$ cat config.mk
export PLATFORM = sky130hd
export DESIGN_NAME = branch_resolve_unit
export DESIGN_NICKNAME = d
export VERILOG_FILES = /design/src/rtl/branch_resolve_unit.sv
export SDC_FILE = /design/constraint.sdc
export NUM_CORES = 1
export LEC_CHECK = 0
export CORE_MARGIN = 4
export CORE_UTILIZATION = 30
export CTS_BUF_LIST = sky130_fd_sc_hd__clkbuf_4
export DETAILED_ROUTE_END_ITERATION = 10
export DONT_BUFFER_PORTS = 1
export GPL_ROUTABILITY_DRIVEN = 0
export PLACE_DENSITY = 0.41
export SLEW_MARGIN = 10
export SYNTH_ARGS = -nofsm -noshare
export SYNTH_HDL_FRONTEND = slang
export SYNTH_SLANG_ARGS = --single-unit
$ cat constraint.sdc
create_clock -name clk -period 3.8 [get_ports clk]
set_input_delay 0.57 -clock clk [delete_from_list [all_inputs] [get_ports clk]]
set_output_delay 0.57 -clock clk [all_outputs]
set_load 0.05 [all_outputs]
$ cat src/rtl/branch_resolve_unit.sv
// rtl/branch_resolve_unit.sv - in-order branch resolution, predictor update, flush and fetch redirect
module branch_resolve_unit #(
    parameter int XLEN         = 32,
    parameter int DEPTH        = 4,
    parameter int FLUSH_CYCLES = 2
) (
    input  logic                         clk,
    input  logic                         rst_n,
    input  logic                         pred_valid,
    input  logic                         pred_taken,
    input  logic [XLEN-1:0]              pred_pc,
    input  logic [XLEN-1:0]              pred_target,
    output logic                         pred_ready,
    input  logic                         res_valid,
    input  logic                         res_taken,
    input  logic [XLEN-1:0]              res_target,
    output logic                         branch_ins,
    output logic                         PredictFailed,
    output logic                         flush,
    output logic                         redirect_valid,
    output logic [XLEN-1:0]              redirect_pc,
    output logic [$clog2(DEPTH):0]       inflight,
    output logic                         err_underflow
);
    localparam int AW = $clog2(DEPTH);
    localparam int PW = AW + 1;
    localparam int CW = (FLUSH_CYCLES > 1) ? $clog2(FLUSH_CYCLES) : 1;
    localparam logic [CW-1:0] CNT_LOAD = CW'(FLUSH_CYCLES - 1);

    typedef enum logic {S_IDLE, S_FLUSH} state_t;

    state_t            state_q, state_d;
    logic [CW-1:0]     cnt_q, cnt_d;
    logic [PW-1:0]     wr_ptr_q, wr_ptr_d, rd_ptr_q, rd_ptr_d;
    logic              alive_q;
    logic              err_q, err_d;
    logic              bi_q, bi_d, pf_q, pf_d, rv_q, rv_d;
    logic [XLEN-1:0]   rpc_q, rpc_d;

    logic              mem_taken [DEPTH];
    logic [XLEN-1:0]   mem_pc    [DEPTH];
    logic [XLEN-1:0]   mem_tgt   [DEPTH];

    logic              empty, full, push, mispredict;
    logic              head_taken;
    logic [XLEN-1:0]   head_pc, head_tgt;

    assign empty      = (wr_ptr_q == rd_ptr_q);
    assign full       = (wr_ptr_q[AW] != rd_ptr_q[AW]) && (wr_ptr_q[AW-1:0] == rd_ptr_q[AW-1:0]);
    // alive_q keeps ready low until the first clock after reset release
    assign pred_ready = alive_q && !full && (state_q == S_IDLE);
    assign push       = pred_valid && pred_ready;

    assign head_taken = mem_taken[rd_ptr_q[AW-1:0]];
    assign head_pc    = mem_pc[rd_ptr_q[AW-1:0]];
    assign head_tgt   = mem_tgt[rd_ptr_q[AW-1:0]];
    assign mispredict = (res_taken != head_taken) | (res_taken & (head_tgt != res_target));

    assign branch_ins     = bi_q;
    assign PredictFailed  = pf_q;
    assign redirect_valid = rv_q;
    assign redirect_pc    = rpc_q;
    assign flush          = (state_q == S_FLUSH);
    assign inflight       = wr_ptr_q - rd_ptr_q;
    assign err_underflow  = err_q;

    // Entry storage; a push discarded by a mispredict clear lands in a slot that is never read
    always_ff @(posedge clk) begin
        if (push) begin
            mem_taken[wr_ptr_q[AW-1:0]] <= pred_taken;
            mem_pc[wr_ptr_q[AW-1:0]]    <= pred_pc;
            mem_tgt[wr_ptr_q[AW-1:0]]   <= pred_target;
        end
    end

    // Next-state: queue bookkeeping, resolve compare and flush countdown
    always_comb begin
        state_d  = state_q;
        cnt_d    = cnt_q;
        wr_ptr_d = wr_ptr_q;
        rd_ptr_d = rd_ptr_q;
        err_d    = err_q;
        bi_d     = 1'b0;
        pf_d     = 1'b0;
        rv_d     = 1'b0;
        rpc_d    = rpc_q;
        case (state_q)
            S_IDLE: begin
                if (res_valid && empty) begin
                    err_d = 1'b1;
                end
                if (push) begin
                    wr_ptr_d = wr_ptr_q + PW'(1);
                end
                if (res_valid && !empty) begin
                    rd_ptr_d = rd_ptr_q + PW'(1);
                    bi_d     = 1'b1;
                    pf_d     = mispredict;
                    if (mispredict) begin
                        rv_d     = 1'b1;
                        rpc_d    = res_taken ? res_target : head_pc + XLEN'(4);
                        state_d  = S_FLUSH;
                        cnt_d    = CNT_LOAD;
                        wr_ptr_d = '0;
                        rd_ptr_d = '0;
                    end
                end
            end
            S_FLUSH: begin
                if (cnt_q == '0) begin
                    state_d = S_IDLE;
                end else begin
                    cnt_d = cnt_q - CW'(1);
                end
            end
            default: state_d = S_IDLE;
        endcase
    end

    // State and registered outputs
    always_ff @(posedge clk or negedge rst_n) begin
        if (!rst_n) begin
            state_q  <= S_IDLE;
            cnt_q    <= '0;
            wr_ptr_q <= '0;
            rd_ptr_q <= '0;
            alive_q  <= 1'b0;
            err_q    <= 1'b0;
            bi_q     <= 1'b0;
            pf_q     <= 1'b0;
            rv_q     <= 1'b0;
            rpc_q    <= '0;
        end else begin
            state_q  <= state_d;
            cnt_q    <= cnt_d;
            wr_ptr_q <= wr_ptr_d;
            rd_ptr_q <= rd_ptr_d;
            alive_q  <= 1'b1;
            err_q    <= err_d;
            bi_q     <= bi_d;
            pf_q     <= pf_d;
            rv_q     <= rv_d;
            rpc_q    <= rpc_d;
        end
    end
endmodule
# == Yosys cells after proc, flatten, opt, wreduce, memory -nomap -nowiden ==
# Memory sizes are Yosys's and may differ from the RTL's.
# Cells that the tools add are included.
# Widths: inputs -> output; s select.
# word_totals
input_bits,102
mem_count,3
elab_cells,60
out_inout_bits,41
register_bits,45
ramBits,260
# mem_list
name,depth,word_bits,read_ports,rd_clocked_by_memory_dff,write_ports,line_no,rtl
mem_pc,4,32,1,0,1,41,logic [XLEN-1:0] mem_pc [DEPTH];
mem_tgt,4,32,1,0,1,42,logic [XLEN-1:0] mem_tgt [DEPTH];
mem_taken,4,1,1,0,1,40,logic mem_taken [DEPTH];
# classes
n_reduce_logical,12
muxes,20
bitwise_logic,3
add_sub_neg,5
eq_ne,7
# op_table
op,n
$add 32x3->32 const B,1
$mux 32,1
$ne 32x32->1,1
$mux 1,13
$mux 3,4
$add 3x1->3 const B,2
$logic_and 1x1->1,6
$reduce_and 2->1,3
$pmux 1 s2,2
$eq 3x3->1,1
$reduce_and 3->1,1
$sub 3x3->3,1
$eq 2x2->1,1
$logic_not 1->1,2
$ne 1x1->1,2
$ne 2x1->1 const B,1
$ne 2x2->1 const B,1
$and 1x1->1,1
$not 1->1,1
$or 1x1->1,1
$sub 1x1->1 const B,1

# == Logic depth before layout (Yosys ltp) ==
# Gate-level depths: netlist of the first run.
# depth
ltp_word,9
mapped_depth,11

# == Least setup slack after synthesis of the first run ==
# No wires, ideal clock.
# synth_timing
path_kind,reg2reg
start,reg rd_ptr_q[1]
end,"mem mem_pc[3][0], enable pin"
required_time_ns,3.368
setup_ns,0.432
n_path_buf,2
period_less_slack_ns,3.798
arrival_ns,3.366
path_stages_with_launch,8
setup_slack_ns,0.002
cell_sequence,dfrtp_1 -> buf_2 -> buf_2 -> inv_1 -> ha_1 -> nand2_1 -> o211a_1 -> and3_1
# synth_between
elab_chain_len,8
# synth_rtl
item,line_no,rtl
"start, declared",34,"logic [PW-1:0] wr_ptr_q, wr_ptr_d, rd_ptr_q, rd_ptr_d;"
"start signal, assigned",137,rd_ptr_q <= rd_ptr_d;
$eq 2x2->1,49,assign full = (wr_ptr_q[AW] != rd_ptr_q[AW]) && (wr_ptr_q[AW-1:0] == rd_ptr_q[AW-1:0]);
$logic_and 1x1->1,49,
$logic_not 1->1,51,assign pred_ready = alive_q && !full && (state_q == S_IDLE);
$logic_and 1x1->1 (2 in series),51,
via pred_ready,13,"output logic pred_ready,"
$logic_and 1x1->1,52,assign push = pred_valid && pred_ready;
$mux 1,69,if (push) begin
$mux 1 (not written as such),71,mem_pc[wr_ptr_q[AW-1:0]] <= pred_pc;
"end, declared",41,
# The timed path passes the listed nets, and every way through them passes these cells.

# == Worst setup path in the final report of the first run ==
# layout_timing
start,reg rd_ptr_q[0]
end,"reg rpc_q[10], in the netlist redirect_pc[10]"
# layout_between
elab_chain_len,5
# layout_rtl
item,line_no,rtl
"parallel branches: the longest is 5 deep, another holds $mem_v2 4x32",n/a,
"end signal, assigned",143,rpc_q <= rpc_d;
"end, declared",38,"logic [XLEN-1:0] rpc_q, rpc_d;"
# Parallel ways; which one is timed is not known.
# A chain may end at the register's enable or synchronous reset.

==> results of run 1 <==
-- metrics by stage --
stage	power, W	setup WS [ns]	area [um^2]
6_report	0.0109	0.280	15300
5_1_grt	0.0115	0.0625	15300
4_1_cts	0.0111	0.0521	15300
3_5_place_dp	0.00806	0.135	13400
3_3_place_gp	0.00804	0.124	13400
2_1_floorplan	0.00729	0.00171	12700
-- power by group through the flow --
stage	Clock [W]	Combinational, W	Sequential (W)
finish	0.00278	0.00297	0.00512
global route	0.00313	0.00324	0.00517
CTS	0.00291	0.00299	0.00517
detailed placement	0	0.00282	0.00524
global placement	0	0.00281	0.00522
floorplan	0	0.00231	0.00498
-- cells in the final DEF (no fill, tap or decap), types with 3 or more instances in the layout --
cell             n
edfxtp_1       260
clkbuf_4       125
dlygate4sd3_1   91
mux4_2          63
xnor2_1         51
dfrtp_1         42
nand2_1         34
inv_1           20
mux2i_1         20
o21ai_0         20
mux2_4          18
xor2_1          14
clkinv_1        14
nand3_1         13
nor3_1          10
buf_4           10
nor2_1           9
a21oi_1          9
mux2_2           8
ha_1             8
buf_12           8
and3_1           7
nand4_1          7
diode_2          6
and3_2           4
nor4_1           4
inv_2            3
and2_1           3
and4_1           3
o21ai_1          3
-- repair_timing --
action / in CTS / in global routing
hold endpoints to repair: 321 / 0
endpoints found under the setup margin: 0 / 1
hold buffers: 92 / 0
setup buffers: 0 / 1
-- sequential cells by signal, summed over array words and instances, names as in the netlist, 3 cells and up --
register     cells
mem_pc         128
mem_tgt        128
redirect_pc     32
mem_taken        4
rd_ptr_q         3
wr_ptr_q         3
-- metal layers --
layer / wire length (um) / share of wire, %
met1: 13700 / 40
met3: 2760 / 8.2
met5: 21 / 0.062
met2: 16800 / 50
met4: 562 / 1.7
-- logic make-up after synthesis --
logic type                 after synthesis
adders and majority gates                9
AOI/OAI and AO/OA                       39
xor gates and xnor gates                65
DFF                                    304
other                                    1
buffers and inverters                   48
muxes                                  109
and+or+nand+nor                        102
-- final cells by class --
| class | instances | area, um^2 | share of cell area [%] |
|---|---|---|---|
| Timing Repair Buffer | 110 | 1170 | 7.65 |
| Clock buffer | 125 | 938 | 6.12 |
| Sequential cell | 304 | 8910 | 58.1 |
| Inverter | 21 | 78.8 | 0.514 |
| Clock inverter | 17 | 65.1 | 0.424 |
| Tap cell | 539 | 674 | 4.40 |
| Multi-Input combinational cell | 325 | 3480 | 22.7 |
| Antenna cell | 6 | 15.0 | 0.0979 |
-- final timing paths --
| check | start | to | slack (ns) | cells after the start |
|---|---|---|---|---|
| setup / recovery | rd_ptr_q[0]$_DFFE_PN0P_ | redirect_pc[10]$_DFFE_PN0P_ | 0.28 | 10 |
| max in group asynchronous | rst_n | wr_ptr_q[1]$_DFFE_PN0N_ | 3.17 | 2 |
| setup reg to reg | rd_ptr_q[0]$_DFFE_PN0P_ | redirect_pc[10]$_DFFE_PN0P_ | 0.28 | 10 |
| hold reg to reg | cnt_q$_DFFE_PN0P_ | cnt_q$_DFFE_PN0P_ | 0.52 | 2 |
| min in group asynchronous | rst_n | redirect_pc[14]$_DFFE_PN0P_ | 0.37 | 2 |
| hold / removal | res_target[16] | redirect_pc[16]$_DFFE_PN0P_ | 0.09 | 3 |
-- worst max-delay path, delay by kind of cell, from the launching register on --
family | cells | cell delay [ns]
AND/OR/NAND/NOR | 3 | 0.59
buffers and inverters | 2 | 0.92
multiplexers | 2 | 0.65
flip-flops | 1 | 0.68
XOR/XNOR | 1 | 0.18
adder cells (fa/ha/maj) | 1 | 0.25
AO/OA/AOI/OAI | 1 | 0.12
==> impl_metrics.ini, run 1 <==
[run_status]
run_status = complete, no violations

[global_route]
grt_start_max_net_pins = 67
grt_pass1_wl_mm = 49.6
grtUsageMet1_pct = 18.3
grt_use_met3_pct = 5.88
grt_remaining_overflow = 0
grtUsageTotal_pct = 15.1
antenna_found_initial = 7
first_global_vias = 7488
grt_use_met2_pct = 24.8
top_usage_layer = met2

[sta]
finalHoldViolations = 0
max-slew-margin-rel_pct = 42.6
hold_slack_ns = 0.0867
finalMaxSlewViolations = 0
worst_slew_pin_slew_ns = 0.862
period_share_pct = 92.6
timing.fmax_ghz = 0.284
finalSetupViolations = 0
clock-skew-final_ns = 0.0481
rsz0062_at_grt = false
fin_setup_tns_ns = 0
period_needed_ns = 3.52

[pwr]
internal-power_w = 0.00698
sequentialPowerShare_pct = 47.1
combPwrFrac_pct = 27.3
netSwitchingPower_w = 0.00389
clock_power_share_pct = 25.6
swShare_pct = 35.8
vdd_drop_max_uv = 274
p_leak_nw = 5.27
pwr_density_cell_mw_per_mm2 = 709

[placement]
numPortBuffers = 0
placed_cells = 1206
hpwl_mm = 21.8

[logic_synthesis]
synth_top_area_share_pct = 61.5
synth_ff_type = edfxtp_1
synth.area.mux_share_pct = 15.6
yosysTopAreaCell = edfxtp_1
synth_compound_area_share_pct = 1.86
synth_common_cells = 260 x edfxtp_1, 63 x mux4_2, 51 x xnor2_1
yosys_register_bits = 304
syn_avg_cell_area_um2 = 18.7
synth_top_family_by_area = multiplexers
synth_edf_count = 260
synthArstFlopShare_pct = 14.5
synthMostInstantiatedCell = edfxtp_1
synth_nets = 788
synth_cells = 677
synthAdderAreaFrac_pct = 0.947
ys_seq_area_share_pct = 70.2
yosys.area_share.simple_pct = 4.43
yosysWarningCount = 0
synth_area_leaders = edfxtp_1 62%, mux4_2 11%, dfrtp_1 8.7%, xnor2_1 3.5%, mux2_4 2.1%
synth_xor_area_share_pct = 4.49
synth_cell_types = 45
syn-cell-area_mm2 = 0.0127

[critical_path]
crit_path_start_kind = flop
crit_type = flop to flop
critPathMaxStageDelay_ns = 0.68
crit_path_end_kind = flop
crit_arrival_ns = 4.14
path_cells = buf_4 > mux4_2 > ha_1 > and4_1 > nand2_1 > xor2_1 > nor2_1 > a21oi_1 > dlygate4sd3_1 > mux2i_1
critPathRequiredTime_ns = 4.42
cp_max_fo = 15
slowest_stage = dfrtp_4

[routing]
postRouteAntennaNets = 0
first_pass_iters = 4
drtIter0Drc = 372
vias = 6737
viasPerCell = 4.66
drc_errors = 0
wirelength_mm = 33.8
wl_per_cell_um = 23.4

[floorplan]
rows = 75
ios = 143
core_region_area_mm2 = 0.0419
fp.dieW_um = 214
die_h_um = 214
start_util_pct = 30.3
dieArea_mm2 = 0.0456

[cts]
root_buffer = clkbuf_4
clockBufferDepth = 3
htreeDepth = 3
cts_resized = 0
clk_pin_slew_ns = 0.06
cts_inserted_buffers = 83
clkLatencyLatePin_ns = 0.76
cts_tree = yes
clock_sinks = 304

[layout]
final_net_count = 956
finish.utilization_pct = 36.6
area_delta_synth_final_pct = 20.9
fin_cells = 1447
nFillCells = 4024
drive_gt1_share_pct = 27.9

[min_path]
hold_class = input port to flop

[job]
drv_cap = 0
Power figures use the tool's default switching activity.
==> inputs of run 2 (changes only) <==
ABC_AREA = 1   (was unset)
==> run 2 against run 1 <==
  * First-iteration DRC count is 110% higher
  * Clock skew is 0.017 ns higher
  * Die area is 15% higher
  * Highest routed layer is now met4
==> impl_metrics.ini, run 2 <==
[sta]
worst_slew_pin_slew_ns = 0.948
finalHoldViolations = 0
rsz0062_at_grt = false
finalMaxSlewViolations = 0
clock-skew-final_ns = 0.0649
max-slew-margin-rel_pct = 36.6
fin_setup_tns_ns = 0
period_needed_ns = 3.29
timing.fmax_ghz = 0.304
finalSetupViolations = 0
period_share_pct = 86.5

[global_route]
grt_start_max_net_pins = 119
first_global_vias = 11500
grt_pass1_wl_mm = 72.3
antenna_found_initial = 5
grt_remaining_overflow = 0
grtUsageTotal_pct = 18.2

[pwr]
combPwrFrac_pct = 38.3
pwr_density_cell_mw_per_mm2 = 744
netSwitchingPower_w = 0.00590
clock_power_share_pct = 23.8
p_leak_nw = 7.35
sequentialPowerShare_pct = 37.9
vdd_drop_max_uv = 383
internal-power_w = 0.00717
swShare_pct = 45.1

[layout]
final_net_count = 1876
nFillCells = 4990
final_common_cell = nand2_1
final_cell_mix = 766 x nand2_1, 260 x edfxtp_1, 178 x nand3_1
area_delta_synth_final_pct = 19.7
drive_gt1_share_pct = 10.1
fin_area_mm2 = 0.0176
finish.utilization_pct = 36.6

[critical_path]
slowest_stage = dfrtp_4
crit_path_end_kind = output port
critPathLaunch = rd_ptr_q[0]$_DFFE_PN0P_
crit_path_start_kind = flop
path_cells = buf_12 > ha_1 > fa_1 > inv_1
cp_top_family = buffers and inverters
cp-endpoint = inflight[1]
cp.depth = 4
reg2reg_slack_ns = 0.68
crit_arrival_ns = 2.72
cp_max_fo = 118
crit_type = flop to output port
r2r_start = rd_ptr_q[0]$_DFFE_PN0P_
r2r_end = redirect_pc[31]$_DFFE_PN0P_
critPathMaxStageDelay_ns = 0.44
worst-path-buf-inv = 2
reg2reg_depth = 17
critPathRequiredTime_ns = 3.23

[logic_synthesis]
synth_cells = 1617
synth_nets = 1728
synth_common_cells = 766 x nand2_1, 260 x edfxtp_1, 179 x nand3_1
synth_cell_types = 36
ys_seq_area_share_pct = 60.7
yosysWarningCount = 0
synthArstFlopShare_pct = 14.5
synthMostInstantiatedCell = nand2_1
syn-cell-area_mm2 = 0.0147
synth.area.mux_share_pct = 0
syn_avg_cell_area_um2 = 9.08
yosys.area_share.simple_pct = 31.4
synth_ff_type = edfxtp_1
synth_xor_area_share_pct = 0.776
synth_top_area_share_pct = 53.2
synth_compound_area_share_pct = 1.44
synth_top_family_by_area = simple AND/OR/NAND/NOR gates
synthAdderAreaFrac_pct = 0.818
yosys_register_bits = 304
synth_edf_count = 260
yosysTopAreaCell = edfxtp_1
synth_area_leaders = edfxtp_1 53%, nand2_1 20%, dfrtp_1 7.5%, nand3_1 6.1%, nor2_1 2.7%

[floorplan]
fp.dieW_um = 229
ios = 143
rows = 80
dieArea_mm2 = 0.0525
die_h_um = 229
start_util_pct = 30.6
core_region_area_mm2 = 0.0480

[routing]
wirelength_mm = 48.0
wl_per_cell_um = 19.6
drc_errors = 0
first_pass_iters = 7
drtIter0Drc = 773
vias = 11600
viasPerCell = 4.74
postRouteAntennaNets = 0

[min_path]
hold_class = input port to flop
min_path_cells = 4

[run_status]
run_status = complete, no violations

[cts]
root_buffer = clkbuf_4
clk_pin_slew_ns = 0.07
clkLatencyLatePin_ns = 0.84
clockBufferDepth = 3
htreeDepth = 3
clock_sinks = 304
cts_tree = yes
cts_inserted_buffers = 89
cts_setup_buffers = 0

[job]
drv_cap = 0

[placement]
postPlaceCellArea_mm2 = 0.0154
numPortBuffers = 0
hpwl_mm = 32.6
[run 2: worst register-to-register path, stage by stage, from the launching register on]
cell and delay, ns:
dfrtp_4 0.50, inv_4 0.27, buf_4 0.43, nand2_1 0.15, nand2_1 0.08, nand2_1 0.05, nand2_1 0.17, nand2_1 0.14
nor2_1 0.29, nand2_1 0.09, nor2_1 0.32, nand2_1 0.11, nand2_1 0.07, nand2_1 0.08, nand2_1 0.07, nand2_1 0.05
nand3_1 0.07, nand2_1 0.06
[run 2: layout make-up]
type	instances	area [um^2]	share of cell area [%]
clock buffer	131	983	5.60
clock inverter	26	155	0.883
inverter	67	255	1.45
sequential	304	8920	50.7
tap	615	769	4.38
timing repair buffer	127	1350	7.69
antenna	8	20.0	0.114
multi-input combinational	1176	5120	29.1
[run 2: worst min path at each step]
stage / from / endpoint / slack [ns]
CTS: res_target[30] / redirect_pc[30]$_DFFE_PN0P_ / 0.002
global route: res_target[30] / redirect_pc[30]$_DFFE_PN0P_ / 0.03
finish: res_target[30] / redirect_pc[30]$_DFFE_PN0P_ / 0.08
global placement: rst_n / branch_ins$_DFF_PN0_ / 0.28
floorplan: rst_n / PredictFailed$_DFF_PN0_ / 0.27
detailed placement: rst_n / branch_ins$_DFF_PN0_ / 0.28
[run 2: kinds of logic (layout without fill, tap and decap cells)]
| group | Yosys count | after routing |
|---|---|---|
| adder cells (fa/ha/maj) | 9 | 9 |
| other | 1 | 9 |
| buffers and inverters | 137 | 351 |
| XOR/XNOR | 13 | 13 |
| AND/OR/NAND/NOR | 1117 | 1117 |
| AO/OA/AOI/OAI | 36 | 36 |
| flip-flops | 304 | 304 |
[run 2: metrics by stage]
step | cells | power (W) | setup WS, ns | hold slack, ns
after global placement | 2187 | 0.00993 | 0.822 | 0.276
after global routing | 2453 | 0.0140 | 0.296 | 0.0265
after floorplan | 1617 | 0.00837 | 0.211 | 0.274
after detailed placement | 2187 | 0.00993 | 0.786 | 0.276
after CTS | 2446 | 0.0133 | 0.351 | 0.00166
final | 2454 | 0.0131 | 0.513 | 0.0752
[run 2: repair_timing]
item	in CTS	in global routing
hold endpoints to repair	325	0
hold buffers	102	0
endpoints found under the setup margin	0	0
resized for setup	0	0
[run 2: layer usage]
metal / up-vias / global-route usage (%) / wire, um
met1: 5535 / 24.5 / 21900
met3: 67 / 5.58 / 3370
met2: 321 / 28.4 / 21800
li1: 5720 / - / -
met4: 0 / 5.25 / 939
met5: - / 0 / 0
[run 2: power groups by stage]
stage | sequential [W] | clock, W | combinational (W)
detailed placement | 0.00502 | 0 | 0.00491
global route | 0.00499 | 0.00341 | 0.00564
finish | 0.00495 | 0.00311 | 0.00501
floorplan | 0.00488 | 0 | 0.00349
global placement | 0.00503 | 0 | 0.00490
CTS | 0.00496 | 0.00324 | 0.00507
